==> config.mk <==
export PLATFORM = sky130hd
export DESIGN_NAME = alu_ctrl_seq
export DESIGN_NICKNAME = d
export VERILOG_FILES = /design/src/rtl/alu_ctrl_pkg.sv /design/src/rtl/alu_ctrl_decode.sv /design/src/rtl/alu_ctrl_seq.sv
export SDC_FILE = /design/constraint.sdc
export NUM_CORES = 1
export LEC_CHECK = 0
export BUFFER_PORTS_ARGS = -buffer_cell sky130_fd_sc_hd__buf_2
export CELL_PAD_IN_SITES_DETAIL_PLACEMENT = 1
export CELL_PAD_IN_SITES_GLOBAL_PLACEMENT = 1
export CORE_AREA = 3 3 40 42
export CTS_CLUSTER_DIAMETER = 200
export DETAILED_ROUTE_END_ITERATION = 16
export DIE_AREA = 0 0 43 45
export PLACE_DENSITY_LB_ADDON = 0.1
export SETUP_SLACK_MARGIN = 0.4
export SLEW_MARGIN = 0
export SYNTH_ARGS = -nofsm -noshare
export SYNTH_HDL_FRONTEND = slang
export SYNTH_HIERARCHICAL = 1
export SYNTH_SLANG_ARGS = --single-unit
==> constraint.sdc <==
create_clock -name clk -period 2.7 [get_ports clk]
set_input_delay 0 -clock clk [delete_from_list [all_inputs] [get_ports clk]]
set_output_delay 0 -clock clk [all_outputs]
set_load 0.005 [all_outputs]
==> src/rtl/alu_ctrl_pkg.sv <==
// Shared codes for the ALU-control unit: alu_op/funct/select encodings, FSM states, clog2.
// ALU_CTRL_MULDIV_EN adds the BUSY state used by multi-cycle MULT/DIV sequencing.
package alu_ctrl_pkg;

  typedef enum logic [1:0] {
    ALUOP_ADD   = 2'd0,
    ALUOP_SUB   = 2'd1,
    ALUOP_RTYPE = 2'd2,
    ALUOP_OR    = 2'd3
  } alu_op_e;

  typedef enum logic [5:0] {
    FN_ADD  = 6'd0,
    FN_SUB  = 6'd1,
    FN_SLL  = 6'd2,
    FN_SLLV = 6'd3,
    FN_SRAV = 6'd4,
    FN_AND  = 6'd5,
    FN_OR   = 6'd6,
    FN_SLT  = 6'd7,
    FN_MULT = 6'd24,
    FN_DIV  = 6'd26
  } funct_e;

  typedef enum logic [3:0] {
    SEL_ADD  = 4'd0,
    SEL_SUB  = 4'd1,
    SEL_SLL  = 4'd2,
    SEL_SLLV = 4'd3,
    SEL_SRAV = 4'd4,
    SEL_AND  = 4'd5,
    SEL_OR   = 4'd6,
    SEL_SLT  = 4'd7,
    SEL_MULT = 4'd8,
    SEL_DIV  = 4'd9
  } alu_sel_e;

  typedef enum logic [1:0] {
    ST_IDLE  = 2'd0,
    ST_VALID = 2'd1
`ifdef ALU_CTRL_MULDIV_EN
    ,
    ST_BUSY  = 2'd2
`endif
  } state_e;

  function automatic int unsigned clog2(input int unsigned value);
    int unsigned result;
    int unsigned v;
    result = 0;
    v = (value > 0) ? value - 1 : 0;
    while (v > 0) begin
      result = result + 1;
      v = v >> 1;
    end
    return (result == 0) ? 1 : result;
  endfunction

endpackage

==> src/rtl/alu_ctrl_decode.sv <==
// Combinational {alu_op, funct} -> {sel, multi, illegal} decoder with a full default.
// MULT/DIV are recognised only when ALU_CTRL_MULDIV_EN is defined; otherwise they decode as illegal.
module alu_ctrl_decode
  import alu_ctrl_pkg::*;
#(
  parameter int unsigned OP_W    = 2,
  parameter int unsigned FUNCT_W = 6,
  parameter int unsigned SEL_W   = 4
) (
  input  logic [OP_W-1:0]    alu_op,
  input  logic [FUNCT_W-1:0] funct,
  output logic [SEL_W-1:0]   sel,
  output logic               multi,
  output logic               illegal
);

  alu_sel_e code;

  always_comb begin
    code    = SEL_ADD;
    multi   = 1'b0;
    illegal = 1'b0;
    case (32'(alu_op))
      32'(ALUOP_ADD): code = SEL_ADD;
      32'(ALUOP_SUB): code = SEL_SUB;
      32'(ALUOP_OR):  code = SEL_OR;
      32'(ALUOP_RTYPE): begin
        case (32'(funct))
          32'(FN_ADD):  code = SEL_ADD;
          32'(FN_SUB):  code = SEL_SUB;
          32'(FN_SLL):  code = SEL_SLL;
          32'(FN_SLLV): code = SEL_SLLV;
          32'(FN_SRAV): code = SEL_SRAV;
          32'(FN_AND):  code = SEL_AND;
          32'(FN_OR):   code = SEL_OR;
          32'(FN_SLT):  code = SEL_SLT;
`ifdef ALU_CTRL_MULDIV_EN
          32'(FN_MULT): begin
            code  = SEL_MULT;
            multi = 1'b1;
          end
          32'(FN_DIV): begin
            code  = SEL_DIV;
            multi = 1'b1;
          end
`endif
          default: begin
            code    = SEL_ADD;
            illegal = 1'b1;
          end
        endcase
      end
      default: begin
        code    = SEL_ADD;
        illegal = 1'b1;
      end
    endcase
  end

  always_comb begin
    sel = SEL_W'(code);
  end

endmodule

==> src/rtl/alu_ctrl_seq.sv <==
// Registered, handshaked ALU-control unit: decode, valid/ready flow control, MULT/DIV select hold.
// ALU_CTRL_MULDIV_EN builds the BUSY state and countdown; without it every op is single-cycle.
module alu_ctrl_seq
  import alu_ctrl_pkg::*;
#(
  parameter int unsigned OP_W    = 2,
  parameter int unsigned FUNCT_W = 6,
  parameter int unsigned SEL_W   = 4,
  parameter int unsigned MUL_CYC = 4,
  parameter int unsigned DIV_CYC = 8
) (
  input  logic               clk,
  input  logic               rst,
  input  logic               in_valid,
  output logic               in_ready,
  input  logic [OP_W-1:0]    alu_op,
  input  logic [FUNCT_W-1:0] funct,
  output logic               out_valid,
  input  logic               out_ready,
  output logic [SEL_W-1:0]   alu_sel,
  output logic               multi,
  output logic               illegal
);

  if (MUL_CYC < 2 || DIV_CYC < 2 || SEL_W < 4) begin : g_param_check
    $error("alu_ctrl_seq: MUL_CYC and DIV_CYC must be >= 2, SEL_W must be >= 4");
  end

  state_e           state;
  logic [SEL_W-1:0] d_sel;
  logic             d_multi;
  logic             d_illegal;
  logic             accept;

`ifdef ALU_CTRL_MULDIV_EN
  localparam int unsigned CNT_W = clog2((MUL_CYC > DIV_CYC) ? MUL_CYC : DIV_CYC);
  logic [CNT_W-1:0] cnt;
`endif

  alu_ctrl_decode #(
    .OP_W   (OP_W),
    .FUNCT_W(FUNCT_W),
    .SEL_W  (SEL_W)
  ) u_decode (
    .alu_op (alu_op),
    .funct  (funct),
    .sel    (d_sel),
    .multi  (d_multi),
    .illegal(d_illegal)
  );

  // In VALID the slot frees exactly when execute consumes, giving single-entry pass-through.
  always_comb begin
    in_ready = 1'b0;
    if (!rst) begin
      case (state)
        ST_IDLE:  in_ready = 1'b1;
        ST_VALID: in_ready = out_ready;
        default:  in_ready = 1'b0;
      endcase
    end
  end

  always_comb begin
    accept = in_valid & in_ready;
  end

  always_ff @(posedge clk) begin
    if (rst) begin
      state     <= ST_IDLE;
      out_valid <= 1'b0;
      alu_sel   <= '0;
      multi     <= 1'b0;
      illegal   <= 1'b0;
`ifdef ALU_CTRL_MULDIV_EN
      cnt       <= '0;
`endif
    end else begin
      case (state)
        ST_IDLE, ST_VALID: begin
          if (accept) begin
            alu_sel <= d_sel;
            multi   <= d_multi;
            illegal <= d_illegal;
`ifdef ALU_CTRL_MULDIV_EN
            if (d_multi) begin
              state     <= ST_BUSY;
              out_valid <= 1'b0;
              cnt       <= (d_sel == SEL_W'(SEL_DIV)) ? CNT_W'(DIV_CYC - 1)
                                                      : CNT_W'(MUL_CYC - 1);
            end else begin
              state     <= ST_VALID;
              out_valid <= 1'b1;
            end
`else
            state     <= ST_VALID;
            out_valid <= 1'b1;
`endif
          end else if (state == ST_VALID && out_ready) begin
            state     <= ST_IDLE;
            out_valid <= 1'b0;
          end
        end
`ifdef ALU_CTRL_MULDIV_EN
        // VALID is entered on the edge where cnt reaches 0, so total latency equals the op's cycle count.
        ST_BUSY: begin
          cnt <= cnt - CNT_W'(1);
          if (cnt == CNT_W'(1)) begin
            state     <= ST_VALID;
            out_valid <= 1'b1;
          end
        end
`endif
        default: begin
          state     <= ST_IDLE;
          out_valid <= 1'b0;
        end
      endcase
    end
  end

endmodule

### Word-level counts from Yosys, hierarchy flattened

Index checks and enable logic that the tools add are counted.

* flip-flop bits (word level): 7
* input bits: 12
* output and inout bits: 8

* eq/ne operators: 10
* mux-type cells: 10
* bitwise gates (word level): 2
* reduce and logical (&&, ||, !) cells: 9

Operator list (number)
* $eq 6x3->1 const B: 4
* $pmux 3 s7: 1
* $pmux 4 s4: 1
* $eq 6x2->1 const B: 2
* $reduce_or 8->1: 1
* $mux 1: 7
* $eq 6x1->1 const B: 1
* $logic_not 6->1: 1
* $eq 2x2->1 const B: 2
* $logic_not 2->1: 2
* $reduce_or 2->1: 2
* $eq 2x1->1 const B: 1
* $pmux 1 s2: 1
* $reduce_and 2->1: 1
* $reduce_bool 2->1: 1
* $and 1x1->1: 1
* $logic_and 1x1->1: 1
* $not 1->1: 1

### Logic depth before layout (Yosys ltp)

* depth in word-level cells: 5
* mapped depth: 4

### By module

The synthesis kept the hierarchy.

Modules (own cells, without submodules)
* alu_ctrl_seq: instances 1, cells an instance 32, area each 324.1 µm², sequential area each 140.1 µm²
* alu_ctrl_decode: instances 1, cells an instance 13, area each 75.1 µm², sequential area each 0.0 µm²

### Worst setup path after synthesis

Ideal clock, no wire load.

* path kind: register to register
* from: reg state[0]
* to: reg alu_sel[0]
* setup time: 72 ps
* arrival: 816 ps
* required time: 2628 ps
* setup slack: 1812 ps
* cell stages (with the launch flop): 5
* buffers on the path: 1
* period minus slack after synthesis: 888 ps
* cell sequence: dfxtp_1 nor2b_4 nor2b_2 buf_6 mux2i_1

* longest elaborated chain between the ends: 5
* elaborated cells on any way between the ends: 6
* classes of those cells: 2 x mux; 1 x bitwise; 3 x reduce/logical

Ends and longest elaborated chain
* start, declared: line alu_ctrl_seq.sv:29 `state_e state;`
* start signal, assigned: line alu_ctrl_seq.sv:70 `state <= ST_IDLE;`
* start signal, assigned: line alu_ctrl_seq.sv:96 `state <= ST_VALID;`
* start signal, assigned: line alu_ctrl_seq.sv:100 `state <= ST_IDLE;`
* $logic_not 2->1: line alu_ctrl_seq.sv:56, alu_ctrl_seq.sv:79
* $pmux 1 s2: line alu_ctrl_seq.sv:56 `case (state)`
* $mux 1: line alu_ctrl_seq.sv:55 `if (!rst) begin`
* $and 1x1->1: line alu_ctrl_seq.sv:65 `accept = in_valid & in_ready;`
* $reduce_and 2->1 (no source line) (*)
* end signal, assigned: line alu_ctrl_seq.sv:82 `alu_sel <= d_sel;`
* end, declared: line alu_ctrl_seq.sv:20 `output logic [SEL_W-1:0] alu_sel,`

Mark *: on every way between the ends. The rest lies on a longest branch, timed or not.
A chain may end at the register's enable or synchronous reset.

### Worst setup path in the final report

Same ends and word-level chain as after synthesis.

==> flow_summary.json <==
{
  "outcome": "completed",
  "hp-class": "in -> reg",
  "antenna_found_initial": 0,
  "dieArea_um2": 1940,
  "worstSetupEndpointType": "register",
  "io_pins": 20,
  "crit_required_ns": 2.88,
  "via_per_inst": 4.23,
  "min_from": "rst",
  "cp-startpoint": "state[0]$_SDFFE_PP0P_",
  "avgSynthCellArea_um2": 8.87,
  "setup_tns_ns": 0,
  "fmax_mhz": 933,
  "cts_htree_levels": 1,
  "holdWs_ns": 0.0522,
  "fill_cells": 159,
  "cts_root_buf": "clkbuf_4",
  "clock_sinks": 7,
  "drive_above_1_share": 0.379,
  "rows": 13,
  "vias": 343,
  "cts_setup_buffers": 0,
  "die_x_um": 43,
  "cts_buffers": 3,
  "ys_types": 17,
  "cts_tree": "done",
  "reg2reg_from": "state[0]$_SDFFE_PP0P_",
  "path_class": "reg -> reg",
  "netlist_area_um2": 399,
  "start_util": 0.311,
  "total_power_uw": 248,
  "synth_seq_area_share": 0.351,
  "setup.worst_path.start_class": "register",
  "grt_pass1_vias": 329,
  "wl_per_cell_um": 9.67,
  "min_period_ns": 1.07,
  "area_growth_pct": 31.0,
  "synth_cells": 45,
  "clk_path_buf_depth": 2,
  "maxSlewViolCount": 0,
  "nNetsFinal": 79,
  "dr.pass1.iters": 1,
  "ir_drop_v": 0.000124,
  "setup_violations": 0,
  "num_antenna_cells": 0,
  "hold_viol_final": 0,
  "routabilityCongestion": 0.639,
  "path_clk_slew_ns": 0.05,
  "core-area_um2": 1280,
  "clk_latency_ns": 0.25,
  "drt_iter0_drc": 0,
  "drv_cap": 0,
  "grt_start_max_net_pins": 15,
  "ys_ff_latch": 7,
  "route.layer.met1.wl_um": 345,
  "postCtsResizedCells": 0,
  "io_buffers": 19,
  "seq_area_um2": 140,
  "preCtsSetupSlack_ns": 1.61,
  "p_per_area_nw_per_um2": 474,
  "total_leakage_power_nw": 0.257,
  "yosysWarnings": 6,
  "grt-ovfl-total": 0,
  "cp.arrival_ns": 1.25,
  "track_usage": 0.0900,
  "finalCritPeriodShare": 0.397,
  "dr.max_layer_used": "met3",
  "grt_pass1_wl_um": 1300,
  "skew_ns": 0.00256,
  "rsz0062_at_grt": "false",
  "ant_nets": 0,
  "drc": 0,
  "worstPathMaxFanout": 6,
  "met2_wirelength_um": 381,
  "die_h_um": 45,
  "multiInputGateArea_um2": 229,
  "wl_met3_um": 56,
  "wirelength_um": 783,
  "setup_slack_ns": 1.63
}
stage by stage:
| step | std cells | utilization | instance area [µm²] |
|---|---|---|---|
| floorplan | 46 | - | 403 |
| global placement | 76 | 0.379 | 487 |
| detailed placement | 76 | 0.379 | 487 |
| CTS | 81 | 0.407 | 523 |
| global route | 81 | 0.407 | 523 |
| finish | 81 | 0.407 | 523 |
flip-flops by register name (all words and copies together) (netlist names):
register	cells
alu_sel	4
multi	1
illegal	1
state	1
where the power goes:
group | leakage, nW | total [mW] | switching [mW] | internal, mW
Clock | 0.0150 | 0.0940 | 0.0377 | 0.0563
Combinational | 0.185 | 0.0421 | 0.0182 | 0.0240
Sequential | 0.0575 | 0.112 | 0.00265 | 0.109
Total | 0.257 | 0.248 | 0.0585 | 0.189
cell usage after synthesis:
master,number,area [µm²]
and3_1,1,6.26
buf_4,2,15.0
buf_6,1,11.3
clkbuf_1,1,3.75
conb_1,1,3.75
dfxtp_1,7,140
inv_1,1,3.75
mux2i_1,6,60.1
nand2_1,3,11.3
nand2b_1,12,75.1
nand3b_1,1,7.51
nor2_1,3,11.3
nor2b_2,1,8.76
nor2b_4,1,13.8
o21ai_1,2,10.0
o22ai_1,1,6.26
or3_4,1,11.3
layout make-up:
| cell class | instances | area share |
|---|---|---|
| clock buffer | 4 | 0.0502 |
| inverter | 1 | 0.00718 |
| multi-input combinational | 34 | 0.438 |
| sequential | 7 | 0.268 |
| tap | 15 | 0.0359 |
| timing repair buffer | 20 | 0.201 |
placed cells by master (no fill, tap or decap), types with 2 or more instances in the layout:
cell	n
nand2_1	3
dfxtp_1	7
o21ai_1	2
nor2_1	3
mux2i_1	6
clkbuf_4	3
buf_2	19
nand2b_1	12
conb_1	2
worst max-delay path, cell delays in order, from the launching register on:
cell     delay [ns]
dfxtp_1        0.31
nor2b_4        0.13
nor2b_2        0.33
mux2i_1        0.23
routing by layer:
metal,GRT usage,vias to the layer above
met1,0.109,146
met3,0.0120,0
li1,-,182
met2,0.153,15
met4,0.0542,0
met5,0,-
logic make-up (layout without fill, tap and decap cells):
kind of cell,Yosys count,after routing,share of synthesized area
other,1,2,0.00940
AND/OR/NAND/NOR,23,23,0.364
buffers and inverters,5,25,0.0846
AO/OA/AOI/OAI,3,3,0.0408
multiplexers,6,6,0.150
flip-flops,7,7,0.351
final timing paths:
| path | end | slack [ns] | cells after the start |
|---|---|---|---|
| max | alu_sel[0]$_SDFFE_PP0P_ | 1.63 | 3 |
| min | state[0]$_SDFFE_PP0P_ | 0.05 | 2 |
| max reg2reg | alu_sel[0]$_SDFFE_PP0P_ | 1.63 | 3 |
| min reg2reg | alu_sel[2]$_SDFFE_PP0P_ | 0.47 | 2 |
timing repair:
action                                  CTS  global route
hold buffers                              1             0
endpoints found under the setup margin    0             0
hold endpoints to repair                  1             0
Power figures use the tool's default switching activity.
